===== config.mk =====
export PLATFORM = sky130hd
export DESIGN_NAME = adalight_parse
export DESIGN_NICKNAME = d
export VERILOG_FILES = /design/src/rtl/adalight_parse.sv
export SDC_FILE = /design/constraint.sdc
export NUM_CORES = 1
export LEC_CHECK = 0
export ABC_CLOCK_PERIOD_IN_PS = 4000
export CAP_MARGIN = 20
export CORE_MARGIN = 4
export CORE_UTILIZATION = 60
export CTS_BUF_LIST = sky130_fd_sc_hd__clkbuf_4
export CTS_CLUSTER_DIAMETER = 120
export DETAILED_ROUTE_END_ITERATION = 10
export GPL_TIMING_DRIVEN = 0
export PLACE_DENSITY = 0.82
export SYNTH_ARGS = -nofsm -noshare
export SYNTH_HDL_FRONTEND = slang
export SYNTH_SLANG_ARGS = --single-unit

===== constraint.sdc =====
create_clock -name clk -period 4 [get_ports clk]
set_clock_uncertainty 0.2 [all_clocks]
set_input_delay 0.8 -clock clk [delete_from_list [all_inputs] [get_ports clk]]
set_output_delay 0.8 -clock clk [all_outputs]
set_load 0.02 [all_outputs]

===== src/rtl/adalight_parse.sv =====
// rtl/adalight_parse.sv - Adalight frame parser: header hunt, checksum, payload to RAM write port
// Optional idle timeout on partial frames is enabled with `define ADALIGHT_TIMEOUT_EN.
module adalight_parse #(
    parameter int addr_size      = 8,
    parameter int nbyte          = 216,
    parameter int timeout_cycles = 1000000
) (
    input  logic                 clk,
    input  logic                 reset,
    input  logic [7:0]           data,
    input  logic                 data_ready,
    output logic [7:0]           data_out,
    output logic [addr_size-1:0] addr,
    output logic                 write_strobe,
    output logic [addr_size-1:0] length,
    output logic                 ready,
    output logic                 error
);

    typedef enum logic [2:0] {
        MAGIC_A,
        MAGIC_D,
        MAGIC_A2,
        CNT_HI,
        CNT_LO,
        CHK,
        PAYLOAD
    } state_t;

    localparam logic [17:0] NBYTE18 = 18'(nbyte);

    state_t                 state_q;
    logic [7:0]             hi_q;
    logic [7:0]             lo_q;
    logic [17:0]            cnt_q;
    logic [17:0]            rem_q;
    logic [7:0]             data_q;
    logic [addr_size-1:0]   addr_q;
    logic [addr_size-1:0]   length_q;
    logic                   strobe_q;
    logic                   ready_q;
    logic                   error_q;

    logic [17:0]            cnt_d;
    logic [17:0]            rem_d;
    logic [17:0]            clip_d;
    logic [7:0]             chk_d;
    logic                   timeout_hit;

    // Count field is LED count minus one; three bytes per LED, max 196608 fits 18 bits.
    assign cnt_d  = cnt_q + 18'd1;
    assign rem_d  = ({2'b00, hi_q, lo_q} + 18'd1) * 18'd3;
    assign clip_d = (rem_q < NBYTE18) ? rem_q : NBYTE18;
    assign chk_d  = hi_q ^ lo_q ^ 8'h55;

`ifdef ADALIGHT_TIMEOUT_EN
    logic [19:0] idle_q;

    // A partial frame is abandoned once the link has been idle for timeout_cycles clocks.
    assign timeout_hit = !data_ready && (state_q != MAGIC_A) &&
                         (idle_q == 20'(timeout_cycles - 1));

    // Idle counter: cleared by every received byte, saturates at all-ones.
    always_ff @(posedge clk) begin
        if (reset) begin
            idle_q <= '0;
        end else if (data_ready) begin
            idle_q <= '0;
        end else if (idle_q != '1) begin
            idle_q <= idle_q + 20'd1;
        end
    end
`else
    assign timeout_hit = 1'b0;
`endif

    // Parser FSM; all outputs are registered and strobes are single-cycle.
    always_ff @(posedge clk) begin
        if (reset) begin
            state_q  <= MAGIC_A;
            hi_q     <= '0;
            lo_q     <= '0;
            cnt_q    <= '0;
            rem_q    <= '0;
            data_q   <= '0;
            addr_q   <= '0;
            length_q <= '0;
            strobe_q <= 1'b0;
            ready_q  <= 1'b0;
            error_q  <= 1'b0;
        end else begin
            strobe_q <= 1'b0;
            ready_q  <= 1'b0;
            error_q  <= 1'b0;
            if (timeout_hit) begin
                error_q <= 1'b1;
                state_q <= MAGIC_A;
            end else if (data_ready) begin
                case (state_q)
                    MAGIC_A: begin
                        if (data == 8'h41) state_q <= MAGIC_D;
                    end
                    MAGIC_D: begin
                        if (data == 8'h64)      state_q <= MAGIC_A2;
                        else if (data == 8'h41) state_q <= MAGIC_D;
                        else                    state_q <= MAGIC_A;
                    end
                    MAGIC_A2: begin
                        if (data == 8'h61)      state_q <= CNT_HI;
                        else if (data == 8'h41) state_q <= MAGIC_D;
                        else                    state_q <= MAGIC_A;
                    end
                    CNT_HI: begin
                        hi_q    <= data;
                        state_q <= CNT_LO;
                    end
                    CNT_LO: begin
                        lo_q    <= data;
                        state_q <= CHK;
                    end
                    CHK: begin
                        // A bad checksum byte is consumed, not re-examined as a magic byte.
                        if (data == chk_d) begin
                            cnt_q   <= '0;
                            rem_q   <= rem_d;
                            state_q <= PAYLOAD;
                        end else begin
                            error_q <= 1'b1;
                            state_q <= MAGIC_A;
                        end
                    end
                    PAYLOAD: begin
                        // Bytes beyond RAM capacity are consumed but never written.
                        if (cnt_q < NBYTE18) begin
                            data_q   <= data;
                            addr_q   <= cnt_q[addr_size-1:0];
                            strobe_q <= 1'b1;
                        end
                        cnt_q <= cnt_d;
                        if (cnt_d == rem_q) begin
                            length_q <= addr_size'(clip_d - 18'd1);
                            ready_q  <= 1'b1;
                            state_q  <= MAGIC_A;
                        end
                    end
                    default: state_q <= MAGIC_A;
                endcase
            end
        end
    end

    assign data_out     = data_q;
    assign addr         = addr_q;
    assign write_strobe = strobe_q;
    assign length       = length_q;
    assign ready        = ready_q;
    assign error        = error_q;

endmodule


# Word-level counts from Yosys, hierarchy flattened
# Cells that the tools add are included.
# Widths: inputs -> output; s select.
# word_totals
reg_bits	82
inputBits	11
word_cells	60
# classes
add_sub_neg	3
n_mul	1
order_cmp	2
eq_ne	14
mux	13
n_bitwise	5
reduce_logical	11
# op_table
cell	count
$lt 18x8->1 const B	2
$pmux 18 s2	1
$eq 8x7->1 const B	3
$pmux 3 s7	1
$add 18x1->18 const B	1
$eq 18x18->1	1
$mul 17x2->18 const B	1
$mux 18	1
$add 16x1->17 const B	1
$reduce_and 3->1	5
$mux 3	4
$eq 3x3->1 const B	3
$eq 8x8->1	1
$mux 8	1
$sub 8x1->8 const B	1
$xor 8x8->8	1
$eq 3x2->1 const B	2
$ne 2x2->1 const B	3
$reduce_or 3->1	2
$mux 1	4
$not 4->4	1
$reduce_and 2->1	2
$eq 3x1->1 const B	1
$logic_not 3->1	1
3 further kinds	5

# Depth between registers and ports, before layout
# logic_depth
depth_word	5
ltp_mapped	15
ltp_nobuf	13

# Worst setup path after synthesis
# No wires, ideal clock.
# synth_path
kind	register to register
start	register lo_q[0]
end	register rem_q[16]
arrival_ps	3077
path_slack_ps	652
path_stages_with_launch	15
path_buffers	2
synth_period_minus_slack_ps	3348
cell_sequence	dfxtp_1 clkbuf_1 nand4_1 clkbuf_1 nor2_1 xor2_1 ha_1 or3_1 a21oi_1 o211ai_1 a211oi_1 o21ai_1 o31a_1 mux2_2 a21oi_1
# synth_via
elab_chain_len	4
# synth_lines
element	line	rtl
start: declaration	34	logic [7:0] lo_q;
start signal: assignment	118	lo_q <= data;
branches (longest 4 deep; another with $mul 17x2->18)	--	
end signal: assignment	125	rem_q <= rem_d;
end: declaration	36	logic [17:0] rem_q;
# Parallel ways; which one is timed is not known.
# A chain may end at the register's enable or synchronous reset.

# Worst setup path in the final report
# Ends and elaborated chain as after synthesis.

==> results.cfg <==
[synth]
synth_area_per_cell_um2 = 8.13
synth_area_leaders = dfxtp_1 30%, xnor2_1 8.9%, mux2i_1 7.3%
synth_seq_cells = 82
yosysTopAreaCellShare_pct = 29.8
async_reset_ff_share_pct = 0
syn_nets = 706
syn_area_um2 = 5510
yosysWarnings = 0
yosysUniqueCellTypes = 68
synth-edff-count = 0
ys.flop_type = dfxtp_1
yosysTopAreaCell = dfxtp_1
syn_inst = 677
ys_seq_area_share_pct = 29.8

[placed_design]
placedCellCount = 821
place_congestion = 0.943
dpl.hpwl_um = 11100
port_buffers = 36

[timing]
timing.final.crit_share_pct = 93.9
worstMarginPinSlew_ps = 851
slew_headroom_pct = 42.8
setup_viol = 0
fmax_mhz = 266
hold_violations = 0
period_minus_slack_ps = 3760
setup_tns_ps = 0
slew_viol_final = 0
rsz0062_at_grt = false

[layout]
nets = 753
most-common-layout-cells = 92 x nor2_1, 82 x dfxtp_1, 60 x nand2_1
multi_input_area_um2 = 3670
fillCellCount = 717
drive_gt1_share_pct = 8.09
seq_area_um2 = 1640
final_common_cell = nor2_1
antenna_cells = 0
area_growth_pct = 12.8
instances_no_fill = 837

[setup_path]
cp_max_fo = 10
cp.required_ps = 4180
crit_path_end_kind = flop
reg2reg_depth = 14
critPathArrivalTime_ps = 3940
reg2reg_to = rem_q[16]$_SDFFE_PP0P_
worstReg2RegStart = lo_q[0]$_SDFFE_PP0P_
worstSetupPathType = flop to flop
cp-start-kind = flop
r2r_setup_slack_ps = 240

[drt]
postRouteAntennaNets = 0
vias = 5174
drt_pass1_iterations = 5
drt_iter0_drc = 337
routed_wl_um = 14500
wire_per_inst_um = 17.3
vias_per_cell = 6.18
drc = 0

[clocking]
htree_levels = 3
clock_path_buffers = 2
path_clk_slew_ps = 150
post-cts-setup-buffers = 0
postCtsHoldBufs = 0
cts.sinks = 82
cts_tree = done
root_buffer = clkbuf_4
clk_latency_ps = 440
numCtsBuffers = 9

[global_route]
grt_pass1_vias = 4996
grt_usage_pct = 27.0
grt_overflow = 0
grt_pass1_wl_um = 24200
grt_start_max_net_pins = 17
antenna_found_initial = 0

[floorplanning]
die_area_um2 = 10800
initial_core_util_pct = 62.5
io_pins = 38
die_h_um = 104
die_w_um = 104
core_um2 = 8810
rows = 34

[hold_path]
hold_class = flop to flop
holdPathStages = 2
min_from = length[1]$_SDFFE_PP0P_
hold_end = length[1]$_SDFFE_PP0P_

[power]
p_leak_nw = 2.27
peakVddDrop_mv = 0.166
total_power_mw = 1.47
p_per_area_nw_per_um2 = 236

[status]
status = complete, no violations

[job]
maxCapViolations = 0
## metrics by stage
step	area, um^2	hold WS [ps]	util [%]	worst slack (ps)
2_1_floorplan	5510	261	-	652
5_1_grt	6210	323	70.5	30.0
6_report	6210	267	70.5	245
4_1_cts	6180	269	70.2	37.4
3_3_place_gp	6000	240	68.2	97.7
3_5_place_dp	6000	251	68.2	71.7
## where the power goes
part,internal (mW),switching (mW),leakage (nW)
clock,0.267,0.332,0.0910
combinational,0.0170,0.0343,1.52
sequential,0.817,0.0000155,0.660
total,1.10,0.366,2.27
## worst max-delay path, stage by stage (launching register included)
cell,delay (ps)
dfxtp_1,360
clkbuf_2,200
nand4_1,140
clkbuf_2,220
nor2_1,190
xor2_2,220
ha_1,300
or3_1,400
a21oi_2,190
o211ai_1,130
a211oi_1,330
o21ai_1,150
o31a_1,270
mux2_2,280
a21oi_1,130
## final cells by class
class                   count  area share, %
multi-input cells         542           59.0
flip-flops and latches     82           26.4
repair buffers             36           5.80
plain buffers              43           3.12
well taps                 108           2.18
clock inverters             7           1.73
clock buffers               9           1.09
inverters                  10          0.604
## worst max path at each step
stage,start,to,slack [ps],cells after the start
3_5_place_dp,lo_q[0]$_SDFFE_PP0P_,rem_q[17]$_SDFFE_PP0P_,70,14
4_1_cts,lo_q[0]$_SDFFE_PP0P_,rem_q[16]$_SDFFE_PP0P_,40,14
5_1_grt,lo_q[0]$_SDFFE_PP0P_,rem_q[16]$_SDFFE_PP0P_,30,14
6_report,lo_q[0]$_SDFFE_PP0P_,rem_q[16]$_SDFFE_PP0P_,240,14
3_3_place_gp,lo_q[0]$_SDFFE_PP0P_,rem_q[17]$_SDFFE_PP0P_,100,14
2_1_floorplan,lo_q[0]$_SDFFE_PP0P_,rem_q[16]$_SDFFE_PP0P_,650,14
## state kept, by name (all words and copies together), names as in the netlist, 3 cells and up
register and cells:
cnt_q 18, data_out 8, hi_q 8, lo_q 8, addr 8, length 8, state_q 3, rem_q 18
## cell families after synthesis
family	Yosys count	share of synthesized area (%)
AND/OR/NAND/NOR	273	26.4
AO/OA/AOI/OAI	134	15.8
flip-flops	82	29.8
XOR/XNOR	75	11.9
buffers and inverters	53	4.16
multiplexers	42	7.68
adder cells (fa/ha/maj)	18	4.23
## layer usage
metal,vias up,global-route usage (%),routed length (um),share of wire [%]
li1,2503,-,-,-
met1,2450,33.3,6170,43
met2,190,46.1,6980,48
met3,31,5.41,916,6.3
met4,0,10.7,443,3.1
met5,-,0,0,0
## cells in the mapped netlist, types with 6 or more instances
cell       n
nand2_1   60
nor2_1    92
a21oi_1   41
a21o_1     7
xor2_1    19
clkbuf_1  29
or3_1      6
nand4_1    6
nor4_1    15
mux2i_1   40
a211oi_1  14
ha_1      17
nand3_1   26
buf_2      9
nor3_1     8
xnor2_1   56
o21ai_0   28
inv_1     10
nand2b_1   6
dfxtp_1   82
## repair_timing
item,4_1_cts,5_1_grt
endpoints found under the setup margin,1,4
gates resized for setup,1,8
pin swaps,0,0
gates cloned,0,0
Power figures use the tool's default switching activity.
